<file path="config.mk">
export PLATFORM = sky130hd
export DESIGN_NAME = button_debouncer
export DESIGN_NICKNAME = d
export VERILOG_FILES = /design/src/rtl/debounce_pkg.sv /design/src/rtl/button_debouncer_sync_chain.sv /design/src/rtl/button_debouncer.sv
export SDC_FILE = /design/constraint.sdc
export NUM_CORES = 1
export LEC_CHECK = 0
export ABC_CLOCK_PERIOD_IN_PS = 2150
export CORE_MARGIN = 2
export CORE_UTILIZATION = 57
export DETAILED_ROUTE_END_ITERATION = 7
export PLACE_DENSITY = 0.82
export SYNTH_ARGS = -nofsm -noshare
export SYNTH_HDL_FRONTEND = slang
export SYNTH_SLANG_ARGS = --single-unit
</file>
<file path="constraint.sdc">
create_clock -name clk -period 2.15 [get_ports clk]
set_input_delay 0.3225 -clock clk [delete_from_list [all_inputs] [get_ports clk]]
set_output_delay 0.3225 -clock clk [all_outputs]
set_load 0.01 [all_outputs]
</file>
<file path="src/rtl/debounce_pkg.sv">
`default_nettype none
// ============================================================================
// Module   : debounce_pkg
// Brief    : Shared FSM encoding and timing constants for button_debouncer.
// Revision : 1.0
// ============================================================================
package debounce_pkg;

    typedef enum logic [1:0] {
        STABLE_LO = 2'd0,
        CHK_HI    = 2'd1,
        STABLE_HI = 2'd2,
        CHK_LO    = 2'd3
    } state_t;

    localparam int c_clk_hz                  = 12_000_000;
    localparam int c_debounce_window_ms      = 10;
    localparam int c_default_debounce_cycles = (c_clk_hz / 1000) * c_debounce_window_ms;

endpackage : debounce_pkg
`default_nettype wire

</file>
<file path="src/rtl/button_debouncer_sync_chain.sv">
`default_nettype none
// ============================================================================
// Module   : sync_chain
// Brief    : STAGES-deep flop synchroniser for one asynchronous bit.
// Revision : 1.0
// ============================================================================
module sync_chain #(
    parameter int STAGES = 2
) (
    input  logic clk,
    input  logic rst,
    input  logic i_d,
    output logic o_q
);

    logic [STAGES-1:0] r_sync;

    always_ff @(posedge clk) begin
        if (rst) begin
            r_sync <= '0;
        end else begin
            r_sync <= {r_sync[STAGES-2:0], i_d};
        end
    end

    assign o_q = r_sync[STAGES-1];

endmodule : sync_chain
`default_nettype wire

</file>
<file path="src/rtl/button_debouncer.sv">
`default_nettype none
// ============================================================================
// Module   : button_debouncer
// Brief    : Synchronises and debounces a raw button; registered level plus
//            one-cycle rise/fall pulses. BUTTON_DEBOUNCER_TOGGLE_EN adds a
//            T flip-flop output (toggle_out) driven by rise_pulse.
// Revision : 1.0
// ============================================================================
module button_debouncer
    import debounce_pkg::*;
#(
    parameter int SYNC_STAGES     = 2,
    parameter int DEBOUNCE_CYCLES = c_default_debounce_cycles
) (
    input  logic clk,
    input  logic rst,
    input  logic btn_in,
    output logic level_out,
    output logic rise_pulse,
    output logic fall_pulse
`ifdef BUTTON_DEBOUNCER_TOGGLE_EN
   ,output logic toggle_out
`endif
);

    localparam int                CNT_W      = $clog2(DEBOUNCE_CYCLES);
    localparam logic [CNT_W-1:0] c_cnt_last = CNT_W'(DEBOUNCE_CYCLES - 1);
    localparam logic [CNT_W-1:0] c_cnt_one  = CNT_W'(1);

    logic             w_s;
    state_t           r_state;
    logic [CNT_W-1:0] r_cnt;
    logic             r_level;
    logic             r_rise;
    logic             r_fall;

    sync_chain #(
        .STAGES (SYNC_STAGES)
    ) u_sync_chain (
        .clk (clk),
        .rst (rst),
        .i_d (btn_in),
        .o_q (w_s)
    );

    // The first departing sample counts as 1, so acceptance lands on the
    // DEBOUNCE_CYCLES-th consecutive departing sample.
    always_ff @(posedge clk) begin
        if (rst) begin
            r_state <= STABLE_LO;
            r_cnt   <= '0;
            r_level <= 1'b0;
            r_rise  <= 1'b0;
            r_fall  <= 1'b0;
        end else begin
            r_rise <= 1'b0;
            r_fall <= 1'b0;
            case (r_state)
                STABLE_LO: begin
                    if (w_s) begin
                        r_state <= CHK_HI;
                        r_cnt   <= c_cnt_one;
                    end
                end
                CHK_HI: begin
                    if (!w_s) begin
                        r_state <= STABLE_LO;
                        r_cnt   <= '0;
                    end else if (r_cnt == c_cnt_last) begin
                        r_state <= STABLE_HI;
                        r_cnt   <= '0;
                        r_level <= 1'b1;
                        r_rise  <= 1'b1;
                    end else begin
                        r_cnt <= r_cnt + c_cnt_one;
                    end
                end
                STABLE_HI: begin
                    if (!w_s) begin
                        r_state <= CHK_LO;
                        r_cnt   <= c_cnt_one;
                    end
                end
                CHK_LO: begin
                    if (w_s) begin
                        r_state <= STABLE_HI;
                        r_cnt   <= '0;
                    end else if (r_cnt == c_cnt_last) begin
                        r_state <= STABLE_LO;
                        r_cnt   <= '0;
                        r_level <= 1'b0;
                        r_fall  <= 1'b1;
                    end else begin
                        r_cnt <= r_cnt + c_cnt_one;
                    end
                end
                default: begin
                    r_state <= STABLE_LO;
                    r_cnt   <= '0;
                    r_level <= 1'b0;
                end
            endcase
        end
    end

    assign level_out  = r_level;
    assign rise_pulse = r_rise;
    assign fall_pulse = r_fall;

`ifdef BUTTON_DEBOUNCER_TOGGLE_EN
    logic r_toggle;

    always_ff @(posedge clk) begin
        if (rst) begin
            r_toggle <= 1'b0;
        end else if (r_rise) begin
            r_toggle <= ~r_toggle;
        end
    end

    assign toggle_out = r_toggle;
`endif

endmodule : button_debouncer
`default_nettype wire

</file>
==> results of run 1 <==
## cell usage after synthesis
cell type / count
buf_2: 1
clkbuf_1: 2
nand3_1: 11
and3_1: 2
buf_6: 1
nor4b_1: 2
or3_1: 2
or4b_4: 1
a21o_1: 1
nand2_1: 15
ha_1: 1
a2111oi_0: 1
or4b_1: 1
buf_1: 2
dfxtp_1: 24
nor4_4: 1
mux2i_1: 1
and3b_1: 1
a41oi_1: 2
nor2_1: 8
and2_1: 2
o21ai_0: 7
inv_1: 1
and4_1: 1
a31oi_1: 12
nor3_1: 3
a41oi_2: 1
o21ba_2: 1
a22o_1: 2
nand4_1: 3
xor2_1: 3
or2_0: 2
nand2b_1: 1
o21a_1: 1
nor3_2: 1
nand4bb_1: 1
a21oi_1: 7
nor2b_1: 2
## metrics by stage
step                      worst slack (ps)  area (um^2)  std cells  utilization, %
final                                  148         1310        170            67.9
after global routing                  16.4         1310        170            67.9
after CTS                              185         1290        169            67.4
after detailed placement              -119         1250        165            65.2
after global placement                6.45         1250        165            65.2
after floorplan                        346         1140        131               -
## what timing repair did
item / 4_1_cts / 5_1_grt
setup endpoints to repair: 12 / 2
endpoints found under the hold margin: 0 / 0
gates resized for setup: 1 / 0
cloned: 0 / 1
pin swaps: 0 / 1
hold buffers: 0 / 0
## how the worst max path moves through the flow
stage	slack, ps	endpoint	cells past startpoint
detailed placement	-120	r_cnt[16]	6
finish	150	r_cnt[13]	7
CTS	180	r_cnt[16]	6
floorplan	350	r_cnt[4]	7
global route	20	level_out	7
global placement	6	r_cnt[5]	4
## final cells by class
class / instances / share of cell area, %
Multi-Input combinational cell: 101 / 49.1
Clock buffer: 4 / 2.78
Inverter: 1 / 0.288
Timing Repair Buffer: 13 / 8.44
Sequential cell: 24 / 36.8
Tap cell: 27 / 2.59
## sequential cells by signal, summed over array words and instances (netlist names), named ones only
name and count:
r_state 1, level_out 1, fall_pulse 1, rise_pulse 1, u_sync_chain.r_sync 2, r_cnt 17
## kinds of logic after synthesis
logic type,share of synthesized area [%]
AO/OA/AOI/OAI,20.2
multiplexers,0.878
flip-flops,42.2
adder cells (fa/ha/maj),1.10
AND/OR/NAND/NOR,30.3
buffers and inverters,3.07
XOR/XNOR,2.31
## power breakdown
part / switching (mW) / internal (mW)
registers: 0.00665 / 0.452
logic: 0.0200 / 0.0190
clock network: 0.133 / 0.103
total: 0.160 / 0.574
## routing by layer
layer	part of all wire (%)	GRT usage, %
met2	49	35.8
met1	47	30.1
met4	0	2.86
met3	3.6	2.78
met5	0	0
==> results.cfg, run 1 <==
[sta]
unrepaired_setup_endpoints_after_global_routing = no
finalSetupViolCount = 0
finalSetupTns_ps = 0
final.hold.worst_slack_ps = 457
finalCriticalPeriod_ps = 2000
timing.final.hold_violations = 0
achievable-frequency_ghz = 0.499
slew_violations = 0
clock_skew_ps = 2.60
timing.slew.headroom_pct = 48.0
tightest_pin_transition_ps = 774
min_period_over_period_pct = 93.1

[drt]
routedWlPerCell_um = 14.6
routed_via_density = 6.01
detail_route.iter0.violations = 36
post-route-drc-count = 0
drt_pre_antenna_iters = 4
vias = 1021
wirelength_mm = 2.48
detail-route-antenna-nets = 0

[logic_synthesis]
synth_seq_cells = 24
post_synth_top_area_share_pct = 42.2
yosys_cell_types = 38
yosys-top-cells-area = dfxtp_1 42%, a31oi_1 6.6%, nand2_1 4.9%, nand3_1 4.8%, a21oi_1 3.1%
postSynthCellCount = 131
synth_sequential_area_ratio_pct = 42.2
synthesis.area_per_instance_um2 = 8.70
synth_top_area_cell = dfxtp_1
synth_area_mm2 = 0.00114
postSynthNetCount = 135
ys.warnings.count = 0

[worst_setup_path]
top_fanout_value_on_the_critical_path = 7
critical_path.startpoint = r_cnt[0]
critPathTopFamily = simple AND/OR/NAND/NOR gates
crit_path_end_kind = flip-flop
critPathLaunchType = flip-flop
crit_buf_inv = 1
critPathKind = reg2reg
worst-r2r-setup-slack_ps = 150
cp_cell_sequence = ha_1 -> nand4_1 -> nor4_4 -> buf_4 -> or3_1 -> o21ba_2 -> a31oi_1
worst-r2r-cell-count = 7
worstReg2RegStart = r_cnt[0]
cpMaxStageDelayCell = nor4_4
crit_path_max_incr_delay_ps = 440
cp_data_required_time_ps = 2340
critical_path.reg2reg.endpoint = r_cnt[13]
cp_data_arrival_time_ps = 2200

[power_and_ir_drop]
pwr_density_cell_mw_per_mm2 = 562
power.ir.vdd_worst_mv = 0.453
total_power_mw = 0.733
power_leakage_nw = 0.444

[cells_and_area]
fillCellCount = 170
top_library_cells_by_usage_in_the_layout_fill_and_taps_aside = 24 x dfxtp_1, 15 x nand2_1, 12 x a31oi_1, 11 x nand3_1
most_common_cell_after_layout_fill_and_taps_aside = dfxtp_1
ff_latch_area_um2 = 480
antenna_cell_count = 0
post_route_cells_drive_above_1_share_pct = 12.6
fin_nets = 148
syn2layout_area_growth_pct = 14.5
multiInputGateArea_um2 = 641

[place]
portBuffers = 5
gp_congestion = 0.820
dp.final_hpwl_mm = 1.66

[hold_path]
whs_endpoint = u_sync_chain.r_sync[1]
hold_start = u_sync_chain.r_sync[0]
min-delay-path-class = reg2reg
min_path_cells = 1

[outcome]
run_status = finished clean

[global_routing]
remaining_global_route_overflow = 0
via_count_of_the_first_global_routing_pass = 887
initial_antenna_violation_count = 0
grt_use_total_pct = 21.4
first_pass_grt_wire_length_mm = 4.02
largest_net_degree_at_the_start_of_global_routing = 23

[clock_tree]
cts.repair_timing.setup_buffer_count = 0
cts.htree.levels = 1
clk_path_buf_depth = 2
cts-buffers-inserted = 3
cts_root_buffer = clkbuf_4
tritoncts = yes
worstSkewPairLatency_ps = 300
clock_sinks = 24
clk_pin_slew_worst_paths_ps = 130

[die]
die_width_um = 48.7
die_height_um = 48.7
core_region_area_mm2 = 0.00192
initial_utilization_pct = 59.3
io-pin-count = 6
die_area_mm2 = 0.00237
std_cell_rows = 16

[flow_run]
max_cap_violations = 0
(Power assumes the default switching activity.)
==> run 2, diff against run 1 <==
REMOVE_ABC_BUFFERS = 1   (was not set)
==> run 2 against run 1 <==
  * Core utilization rose by 0.46 points
  * Non-clock buffer count is 1 lower
  * Final cell count down 0.59%
  * Worst setup slack worse by 6.1 ps
  * Clock power is 38% higher
  * Largest cell class unchanged
  * Combinational power down 1%
  * Power grew 12%
  * Die area stayed put
  * Global-route usage up 0.55 points
==> results.cfg, run 2 (synthesis results as in run 1) <==
[clock_tree]
clock_sinks = 24
worstSkewPairLatency_ps = 320
tritoncts = yes
cts_root_buffer = clkbuf_4
clk_pin_slew_worst_paths_ps = 140
cts-buffers-inserted = 3
clk_path_buf_depth = 2
hold_buffers = 0
cts.htree.levels = 1

[die]
core_region_area_mm2 = 0.00192
die_width_um = 48.7
die_height_um = 48.7
initial_utilization_pct = 59.3
die_area_mm2 = 0.00237
io-pin-count = 6
std_cell_rows = 16

[sta]
setup_ws_ps = 142
final.hold.worst_slack_ps = 458
slew_violations = 0
timing.final.hold_violations = 0
timing.slew.headroom_pct = 44.8
finalSetupViolCount = 0
min_period_over_period_pct = 93.4
finalCriticalPeriod_ps = 2010
clock_skew_ps = 7.71
tightest_pin_transition_ps = 821
achievable-frequency_ghz = 0.498
unrepaired_setup_endpoints_after_global_routing = no

[drt]
vias = 1021
drt_pre_antenna_iters = 4
post-route-drc-count = 0
detail-route-antenna-nets = 0
routedWlPerCell_um = 15.0
detail_route.iter0.violations = 33
wirelength_mm = 2.53
routed_via_density = 6.04

[cells_and_area]
biggestRegsByFlops = r_cnt x17, u_sync_chain.r_sync x2
syn2layout_area_growth_pct = 15.3
fillCellCount = 173
largest_register = r_cnt
top_library_cells_by_usage_in_the_layout_fill_and_taps_aside = 24 x dfxtp_1, 15 x nand2_1, 12 x a31oi_1, 11 x nand3_1, 8 x nor2_1
antenna_cell_count = 0
post-route-cell-area_mm2 = 0.00131
post_route_cells_drive_above_1_share_pct = 12.0
most_common_cell_after_layout_fill_and_taps_aside = dfxtp_1
finished_layout_cells = 169
fin_nets = 147
max_reg_flops = 17

[worst_setup_path]
critPathLaunchType = flip-flop
crit_path_end_kind = flip-flop
top_fanout_value_on_the_critical_path = 7
critPathKind = reg2reg
cp_data_arrival_time_ps = 2210
cp_data_required_time_ps = 2350

[place]
dpl_worst_slack_ps = -177
dp.final_hpwl_mm = 1.71
dp_cells = 164
dpl-instance-area_mm2 = 0.00124
gp_congestion = 0.854
portBuffers = 5

[hold_path]
min-delay-path-class = reg2reg

[flow_run]
max_cap_violations = 0

[power_and_ir_drop]
total_power_mw = 0.823
power_report.internal_total_mw = 0.659
power.ir.vdd_worst_mv = 0.553
pwr_density_cell_mw_per_mm2 = 627
power_frac_clock_pct = 39.6
switchingPower_mw = 0.164
power_leakage_nw = 0.447
power.share.switching_pct = 19.9
seqPwrFrac_pct = 55.7
power.share.combinational_pct = 4.7

[global_routing]
grt_use_total_pct = 21.9
initial_antenna_violation_count = 0
largest_net_degree_at_the_start_of_global_routing = 23
first_pass_grt_wire_length_mm = 4.08
via_count_of_the_first_global_routing_pass = 916
remaining_global_route_overflow = 0

[outcome]
run_status = finished clean
-- run 2: worst paths after layout --
kind                          startpoint                      to  slack (ps)  cells after the start
setup / recovery                r_cnt[0]               r_cnt[13]         140                      7
setup reg to reg                r_cnt[0]               r_cnt[13]         140                      7
hold reg to reg   u_sync_chain.r_sync[0]  u_sync_chain.r_sync[1]         460                      1
hold / removal    u_sync_chain.r_sync[0]  u_sync_chain.r_sync[1]         460                      1
-- run 2: metrics by stage --
step           util [%]  setup TNS, ps
2_1_floorplan         -              0
3_3_place_gp       64.8           -279
3_5_place_dp       64.8           -950
4_1_cts            67.8              0
5_1_grt            68.4              0
6_report           68.4              0
-- run 2: area by class of cell --
type / instances / area, um^2 / area share, %
multi-input combinational: 101 / 641 / 48.8
clock buffer: 3 / 22.5 / 1.71
tap: 27 / 33.8 / 2.57
timing repair buffer: 12 / 103 / 7.81
inverter: 1 / 3.75 / 0.286
clock inverter: 1 / 30.0 / 2.29
sequential: 24 / 480 / 36.6
-- run 2: power groups by stage --
stage,registers (mW),logic [mW],clock network (mW)
3_3_place_gp,0.468,0.0359,0
2_1_floorplan,0.467,0.0192,0
6_report,0.459,0.0387,0.326
5_1_grt,0.460,0.0428,0.343
4_1_cts,0.458,0.0380,0.331
3_5_place_dp,0.468,0.0375,0
-- run 2: per-layer routing --
layer | global-route usage [%] | routed length [um] | up-vias | share of wire (%)
met4 | 9.05 | 27 | 0 | 1.1
li1 | - | - | 512 | -
met1 | 27.8 | 1190 | 489 | 47
met5 | 0 | 0 | - | 0
met3 | 4.01 | 87 | 4 | 3.4
met2 | 36.5 | 1220 | 16 | 48
-- run 2: repair_timing --
item | 4_1_cts | 5_1_grt
pin swaps | 0 | 1
gates cloned | 0 | 1
endpoints found under the setup margin | 11 | 3
resized for setup | 1 | 0
setup buffers | 0 | 0
-- run 2: worst max-delay path, cell delays in order (launching register included) --
cell and delay (ps):
dfxtp_1 420, ha_1 210, nand4_1 180, nor4_4 440
buf_4 220, or3_1 210, o21ba_2 170, a31oi_1 30
==> run 3, diff against run 2 <==
CTS_BUF_LIST = sky130_fd_sc_hd__clkbuf_16   (was not set)
==> run 3 against run 2 <==
  * Count of clock-buffer cells in the layout is the same
  * Maximum frequency shrank 4.9%
  * Wire length grew 12%
  * Combinational power grew 2%
  * Critical path type unchanged
  * Largest cell class unchanged
==> results.cfg, run 3 (synthesis results as in run 1) <==
[outcome]
run_status = finished clean

[cells_and_area]
largest_register = r_cnt
biggestRegsByFlops = r_cnt x17, u_sync_chain.r_sync x2
most_common_cell_after_layout_fill_and_taps_aside = dfxtp_1
fin_nets = 147
post_route_cells_drive_above_1_share_pct = 12.0
fraction_of_the_core_area_covered_by_cells_at_the_end_of_the_flow_pct = 71.1
max_reg_flops = 17
post-route-cell-area_mm2 = 0.00137
antenna_cell_count = 0
syn2layout_area_growth_pct = 19.9
top_library_cells_by_usage_in_the_layout_fill_and_taps_aside = 24 x dfxtp_1, 15 x nand2_1, 12 x a31oi_1, 11 x nand3_1, 8 x nor2_1

[drt]
routed_via_density = 6.40
wirelength_mm = 2.83
post-route-drc-count = 0
detail_route.wirelength.met1_mm = 1.20
routedWlPerCell_um = 16.7
detail_route.iter0.violations = 45
detail-route-antenna-nets = 0
met2_length_mm = 1.36
route.met3.wl_um = 184
drt_pre_antenna_iters = 4
maxUsedRoutingLayer = met4
vias = 1082

[global_routing]
grt_use_total_pct = 24.6
largest_net_degree_at_the_start_of_global_routing = 23
initial_antenna_violation_count = 0
remaining_global_route_overflow = 0
first_pass_grt_wire_length_mm = 4.48
via_count_of_the_first_global_routing_pass = 976

[clock_tree]
cts.repair_timing.setup_buffer_count = 0
worstSkewPairLatency_ps = 260
tritoncts = yes
cts_root_buffer = clkbuf_16
clk_pin_slew_worst_paths_ps = 60
clk_path_buf_depth = 2
cts.htree.levels = 1
cts-buffers-inserted = 3
clock_sinks = 24
hold_buffers = 0

[worst_setup_path]
worstReg2RegStart = r_cnt[0]
cp_data_required_time_ps = 2280
worst-r2r-cell-count = 6
critical_path.reg2reg.endpoint = rise_pulse
crit_path_end_kind = flip-flop
cp_data_arrival_time_ps = 2250
top_fanout_value_on_the_critical_path = 7
critPathKind = reg2reg
critPathLaunchType = flip-flop
worst-r2r-setup-slack_ps = 40

[hold_path]
min-delay-path-class = reg2reg
min_path_cells = 1
hold_start = u_sync_chain.r_sync[0]
whs_endpoint = u_sync_chain.r_sync[1]

[place]
dpl_worst_slack_ps = -177
dpl-instance-area_mm2 = 0.00124
dp.final_hpwl_mm = 1.71
gp_congestion = 0.854
portBuffers = 5

[flow_run]
max_cap_violations = 0

[power_and_ir_drop]
total_power_mw = 1.03
pwr_density_cell_mw_per_mm2 = 753
power.ir.vdd_worst_mv = 0.624
power_leakage_nw = 0.468

[die]
initial_utilization_pct = 59.3
core_region_area_mm2 = 0.00192
io-pin-count = 6
die_height_um = 48.7
die_area_mm2 = 0.00237
std_cell_rows = 16
die_width_um = 48.7

[sta]
clock_skew_ps = 1.69
unrepaired_setup_endpoints_after_global_routing = yes
finalCriticalPeriod_ps = 2110
slew_violations = 0
timing.final.hold_violations = 0
tightest_pin_transition_ps = 825
achievable-frequency_ghz = 0.473
min_period_over_period_pct = 98.2
setup_ws_ps = 37.9
timing.slew.headroom_pct = 44.6
final.hold.worst_slack_ps = 442
finalSetupViolCount = 0
run 3: cell counts in the layout (fill, tap and decap cells not counted):
No cell type changed its count.
run 3: area by class of cell:
class,instances,area (um^2)
Multi-Input combinational cell,101,641
Fill cell,164,556
Sequential cell,24,480
Timing Repair Buffer,12,103
Clock buffer,3,75.1
Tap cell,27,33.8
Clock inverter,1,30.0
Inverter,1,3.75
run 3: layer usage:
layer | track usage (%) | up-vias
met5 | 0 | -
met1 | 30.1 | 505
met4 | 15.2 | 0
met2 | 40.2 | 50
li1 | - | 515
met3 | 4.01 | 12
run 3: stage by stage:
step / std cells / setup TNS (ps)
2_1_floorplan: 125 / 0
3_3_place_gp: 164 / -279
3_5_place_dp: 164 / -950
4_1_cts: 168 / 0
5_1_grt: 169 / -89.3
6_report: 169 / 0
run 3: repair_timing:
item	in CTS	in global routing
gates resized for setup	1	0
pin swaps	0	1
gates cloned	0	1
endpoints found under the setup margin	8	5
run 3: worst max-delay path by stage:
stage | start | endpoint | slack (ps) | cells past startpoint
2_1_floorplan | r_cnt[0] | r_cnt[16] | 160 | 6
3_3_place_gp | rst | r_cnt[5] | -90 | 4
3_5_place_dp | rst | r_cnt[15] | -180 | 4
4_1_cts | u_sync_chain.r_sync[1] | r_cnt[15] | 120 | 5
5_1_grt | r_cnt[0] | rise_pulse | -30 | 6
6_report | r_cnt[0] | rise_pulse | 40 | 6
run 3: critical path, stage by stage (launching register included):
cell     delay, ps
dfxtp_1        390
ha_1           210
nand4_1        180
nor4_4         450
buf_4          230
nand2_1        150
nor4b_1        370
run 3: where the power goes:
group | internal [mW] | switching (mW) | total [mW]
clock network | 0.370 | 0.160 | 0.530
registers | 0.452 | 0.00740 | 0.459
logic | 0.0189 | 0.0204 | 0.0393
total | 0.841 | 0.188 | 1.03
